==> src/rtl/vlog_shift_seq.sv <==
// Sequential shift/arithmetic engine: accepts one command, applies the selected
// operation to an accumulator once per clock for `count` steps, then holds the result.
module vlog_shift_seq #(
  parameter int WIDTH = 9,
  parameter int CW    = 4
) (
  input  logic             clk,
  input  logic             rst_n,
  input  logic             in_valid,
  output logic             in_ready,
  input  logic [2:0]       op,
  input  logic [WIDTH-1:0] a,
  input  logic [WIDTH-1:0] b,
  input  logic [CW-1:0]    count,
  output logic             out_valid,
  input  logic             out_ready,
  output logic [WIDTH-1:0] result,
  output logic             err,
  output logic             busy
);

  typedef enum logic [1:0] {
    IDLE = 2'd0,
    RUN  = 2'd1,
    DONE = 2'd2
  } state_t;

  typedef enum logic [2:0] {
    OP_SLL  = 3'd0,
    OP_SRL  = 3'd1,
    OP_SLA  = 3'd2,
    OP_SRA  = 3'd3,
    OP_ADD  = 3'd4,
    OP_SUB  = 3'd5,
    OP_NOT  = 3'd6,
    OP_RSVD = 3'd7
  } op_t;

  state_t           state_q, state_d;
  op_t              op_q;
  logic [WIDTH-1:0] acc_q, acc_d;
  logic [WIDTH-1:0] b_q;
  logic [CW-1:0]    rem_q, rem_d;
  logic             accept;

  // One application of the selected operation; all results wrap modulo 2^WIDTH.
  function automatic logic [WIDTH-1:0] step(input op_t f, input logic [WIDTH-1:0] x,
                                            input logic [WIDTH-1:0] y);
    logic [WIDTH-1:0] r;
    r = x;
    case (f)
      OP_SLL, OP_SLA: r = x << 1;
      OP_SRL:         r = x >> 1;
      OP_SRA:         r = WIDTH'($signed(x) >>> 1);
      OP_ADD:         r = x + y;
      OP_SUB:         r = x - y;
      OP_NOT:         r = ~x;
      default:        r = x;
    endcase
    return r;
  endfunction

  // Handshake outputs decode the registered state only, so no input reaches them combinationally.
  assign in_ready  = (state_q == IDLE);
  assign out_valid = (state_q == DONE);
  assign busy      = (state_q != IDLE);
  assign err       = out_valid && (op_q == OP_RSVD);
  assign result    = acc_q;
  assign accept    = in_valid && in_ready;

  always_comb begin
    // NOTE: every variable gets a default first so no path through the case infers a latch.
    state_d = state_q;
    acc_d   = acc_q;
    rem_d   = rem_q;
    case (state_q)
      IDLE: begin
        if (accept) begin
          acc_d   = a;
          rem_d   = count;
          state_d = (count == '0) ? DONE : RUN;
        end
      end
      RUN: begin
        acc_d = step(op_q, acc_q, b_q);
        rem_d = rem_q - CW'(1);
        if (rem_q == CW'(1)) state_d = DONE;
      end
      DONE: begin
        if (out_ready) state_d = IDLE;
      end
      default: state_d = IDLE;
    endcase
  end

  // NOTE: sequential state uses non-blocking assignments so every register samples pre-edge values.
  always_ff @(posedge clk) begin
    if (!rst_n) begin
      state_q <= IDLE;
      acc_q   <= '0;
      rem_q   <= '0;
      op_q    <= OP_SLL;
      b_q     <= '0;
    end else begin
      state_q <= state_d;
      acc_q   <= acc_d;
      rem_q   <= rem_d;
      if (accept) begin
        op_q <= op_t'(op);
        b_q  <= b;
      end
    end
  end

  // A stalled result must not move until the consumer takes it.
  property p_result_held;
    @(posedge clk) disable iff (!rst_n)
      (out_valid && !out_ready) |=> (out_valid && $stable(result) && $stable(err));
  endproperty
  a_result_held: assert property (p_result_held);

  property p_err_qualified;
    @(posedge clk) disable iff (!rst_n) err |-> out_valid;
  endproperty
  a_err_qualified: assert property (p_err_qualified);

endmodule

==> config.mk <==
export PLATFORM = sky130hd
export DESIGN_NAME = vlog_shift_seq
export DESIGN_NICKNAME = d
export VERILOG_FILES = /design/src/rtl/vlog_shift_seq.sv
export SDC_FILE = /design/constraint.sdc
export NUM_CORES = 1
export LEC_CHECK = 0
export ABC_AREA = 0
export ABC_CLOCK_PERIOD_IN_PS = 2430
export CAP_MARGIN = 20
export CORE_MARGIN = 4
export CORE_UTILIZATION = 40
export CTS_CLUSTER_DIAMETER = 150
export DETAILED_ROUTE_END_ITERATION = 10
export MAX_ROUTING_LAYER = met4
export PLACE_DENSITY = 0.69
export SYNTH_ARGS = -nofsm -noshare
export SYNTH_HDL_FRONTEND = slang
export SYNTH_SLANG_ARGS = --single-unit
==> constraint.sdc <==
create_clock -name clk -period 2.43 [get_ports clk]
set_input_delay 0.243 -clock clk [delete_from_list [all_inputs] [get_ports clk]]
set_output_delay 0.243 -clock clk [all_outputs]
set_load 0.05 [all_outputs]
==> impl_metrics.yaml <==
grt:
  grtUsageTotal: 0.1967
  grt_pass1_vias: 2119
  antenna_found_initial: 0
  grt_start_max_net_pins: 21
  grt_pass1_wl_um: 10070
  overflow: 0
detailed_routing:
  drc: 0
  vias: 2194
  finalWirelength_um: 5838
  dr.pass1.iters: 5
  drt-initial-drc-count: 165
  viasPerCell: 5.485
  antenna_left: 0
  routedWlPerCell_um: 14.60
setup_path:
  arrival_ns: 2.61
  cp_max_fo: 3
  worstSetupPathType: "register to register"
  rrSetupSlack_ns: -0.03
  r2r_end: "result[8]"
  cp-startpoint: "b_q[0]"
  reg2reg_depth: 11
  required_ns: 2.58
  reg2reg_from: "b_q[0]"
  start_kind: "register"
  crit_path_end_kind: "register"
yosys:
  synth_top_cell_area_share: 0.2596
  synth_ff_type: "dfxtp_1"
  synth_compound_area_frac: 0.2987
  syn_area_per_cell_um2: 7.357
  syn-cell-area_mm2: 0.002082
  synth_top_family_by_area: "compound AO/OA/AOI/OAI gates"
  synthMuxAreaShare: 0.01022
  yosysMostFrequentCell: "nand2_1"
  synth_top_cell_by_area: "dfxtp_1"
  synth_common_cells: "nand2_1, dfxtp_1, a21oi_1"
  synth-seq-cells: 27
  synth-adder-area-share: 0.07572
  seq_area_frac_synth: 0.2596
  syn_inst: 283
  synth_fp_nets: 324
  synth_edf_count: 0
  synth-async-reset-ratio: 0
  synthXorXnorAreaFrac: 0.04207
  synth-simple-area-share: 0.2434
  synth_area_leaders: "dfxtp_1, nand2_1, ha_1"
  synth_warnings: 0
  yosysUniqueCellTypes: 52
timing:
  min_period_ns: 2.465
  rsz0062_at_grt: "yes"
  fin_skew_ns: 0.003813
  finalCritPeriodShare: 1.014
  slew-limit-headroom: 0.5444
  hold_viol_final: 0
  tightest_slew_ns: 0.6834
  fmax_mhz: 405.7
  setup_violations: 1
  slew_violations: 0
  setup_ws_ns: -0.03495
worst_hold_path:
  worst_hold_path.endpoint: "b_q[1]"
  whs_path_depth: 2
  hold_path_class: "register to register"
  hp-start: "b_q[1]"
placed_design:
  gp_congestion: 0.9302
  io_buffers: 41
  dp_cells: 394
  dpl.hpwl_um: 4514
  preCtsSetupSlack_ns: -0.05072
finish:
  n_antenna_cell: 0
  nNetsFinal: 375
  register_area_um2: 548.0
  area_growth_syn_to_layout_pct: 33.17
  fin_cells: 400
  multi_input_area_mm2: 0.001459
  drive_gt1_frac: 0.1532
  fill_cells: 498
floorplan:
  num_rows: 25
  die_h_um: 80.15
  fp.dieArea_mm2: 0.006423
  start_util: 0.4267
  ios: 42
  die_w_um: 80.15
  coreArea_mm2: 0.004880
cts:
  clock_sinks: 27
  cts_htree_levels: 1
  cts_buffer_depth: 2
  path_clk_slew_ns: 0.10
  root_buffer: "clkbuf_8"
  cts_tree: "built"
  clock_latency_ns: 0.28
  cts_buffers: 3
power_and_ir_drop:
  p_leak_nw: 1.071
  ir_drop_mv: 0.2962
  powerDensity_mw_per_mm2: 682.5
run_status:
  run_status: "finished with violations"
  violations: "negative setup slack"
flow_run:
  drv_cap: 0
==> registers in the layout, summed over array words and instances, names as in the netlist <==
name     count
b_q          9
op_q         3
rem_q        4
result       9
state_q      2
==> power by group <==
group	total, mW	internal (mW)	switching (mW)
combinational	1.05	0.489	0.562
sequential	0.568	0.495	0.0732
clock	0.274	0.118	0.156
==> worst max-delay path, stage by stage, from the launching register on <==
cell      delay (ns)
dfxtp_2         0.34
or3_4           0.38
or3_4           0.34
buf_6           0.13
o31ai_4         0.17
xor2_1          0.17
ha_1            0.27
o211ai_1        0.12
nand3b_1        0.12
o31ai_2         0.08
xnor2_1         0.14
o22ai_1         0.08
==> how the worst max path moves through the flow <==
stage	end	cells after the start
2_1_floorplan	result[7]	13
3_3_place_gp	result[8]	9
4_1_cts	result[8]	11
6_report	result[8]	11
5_1_grt	result[8]	11
3_5_place_dp	result[8]	11
==> through the flow <==
stage | power [mW] | hold WS [ns] | TNS (ns) | instance area [um2] | util
global placement | 1.531 | 0.4563 | 0 | 2645 | 0.5421
finish | 1.892 | 0.4791 | -0.03495 | 2773 | 0.5682
floorplan | 1.246 | 0.3790 | 0 | 2092 | -
CTS | 1.845 | 0.4831 | -0.01392 | 2720 | 0.5574
global route | 2.028 | 0.5008 | -0.3096 | 2773 | 0.5682
detailed placement | 1.550 | 0.4656 | -0.07338 | 2645 | 0.5421
==> layout make-up <==
type,instances,share of cell area
Multi-Input combinational cell,224,0.5262
Inverter,14,0.01895
Tap cell,67,0.03023
Timing Repair Buffer,64,0.2107
Sequential cell,27,0.1977
Clock buffer,4,0.01625
==> cell usage in the layout (no fill, tap or decap), types with 8 or more instances in the layout <==
| cell type | Yosys | final |
|---|---|---|
| a21oi_1 | 25 | 24 |
| buf_4 | 3 | 23 |
| clkdlybuf4s50_1 | 0 | 40 |
| dfxtp_1 | 27 | 23 |
| ha_1 | 11 | 9 |
| inv_1 | 12 | 11 |
| nand2_1 | 48 | 47 |
| nor2_1 | 24 | 23 |
| nor3_1 | 8 | 8 |
==> cell families (layout without fill, tap and decap cells) <==
kind of cell,Yosys count,count (layout)
xor gates and xnor gates,10,10
and+or+nand+nor,110,110
buffers and inverters,32,82
adders and majority gates,12,12
DFF,27,27
muxes,2,2
AOI/OAI and AO/OA,90,90
==> what timing repair did <==
item	CTS	global route
hold buffers	0	0
buffers inserted	1	1
pin swaps	6	7
endpoints found under the setup margin	3	7
resized for setup	6	15
==> metal layers <==
metal  vias to the layer above  part of all wire  track usage
met5                         -                 0            -
met4                         0            0.0026      0.03378
met3                         2             0.046      0.02018
met2                        71              0.48       0.3253
met1                      1010              0.47       0.2638
li1                       1111                 -            -
(Power assumes the default switching activity.)
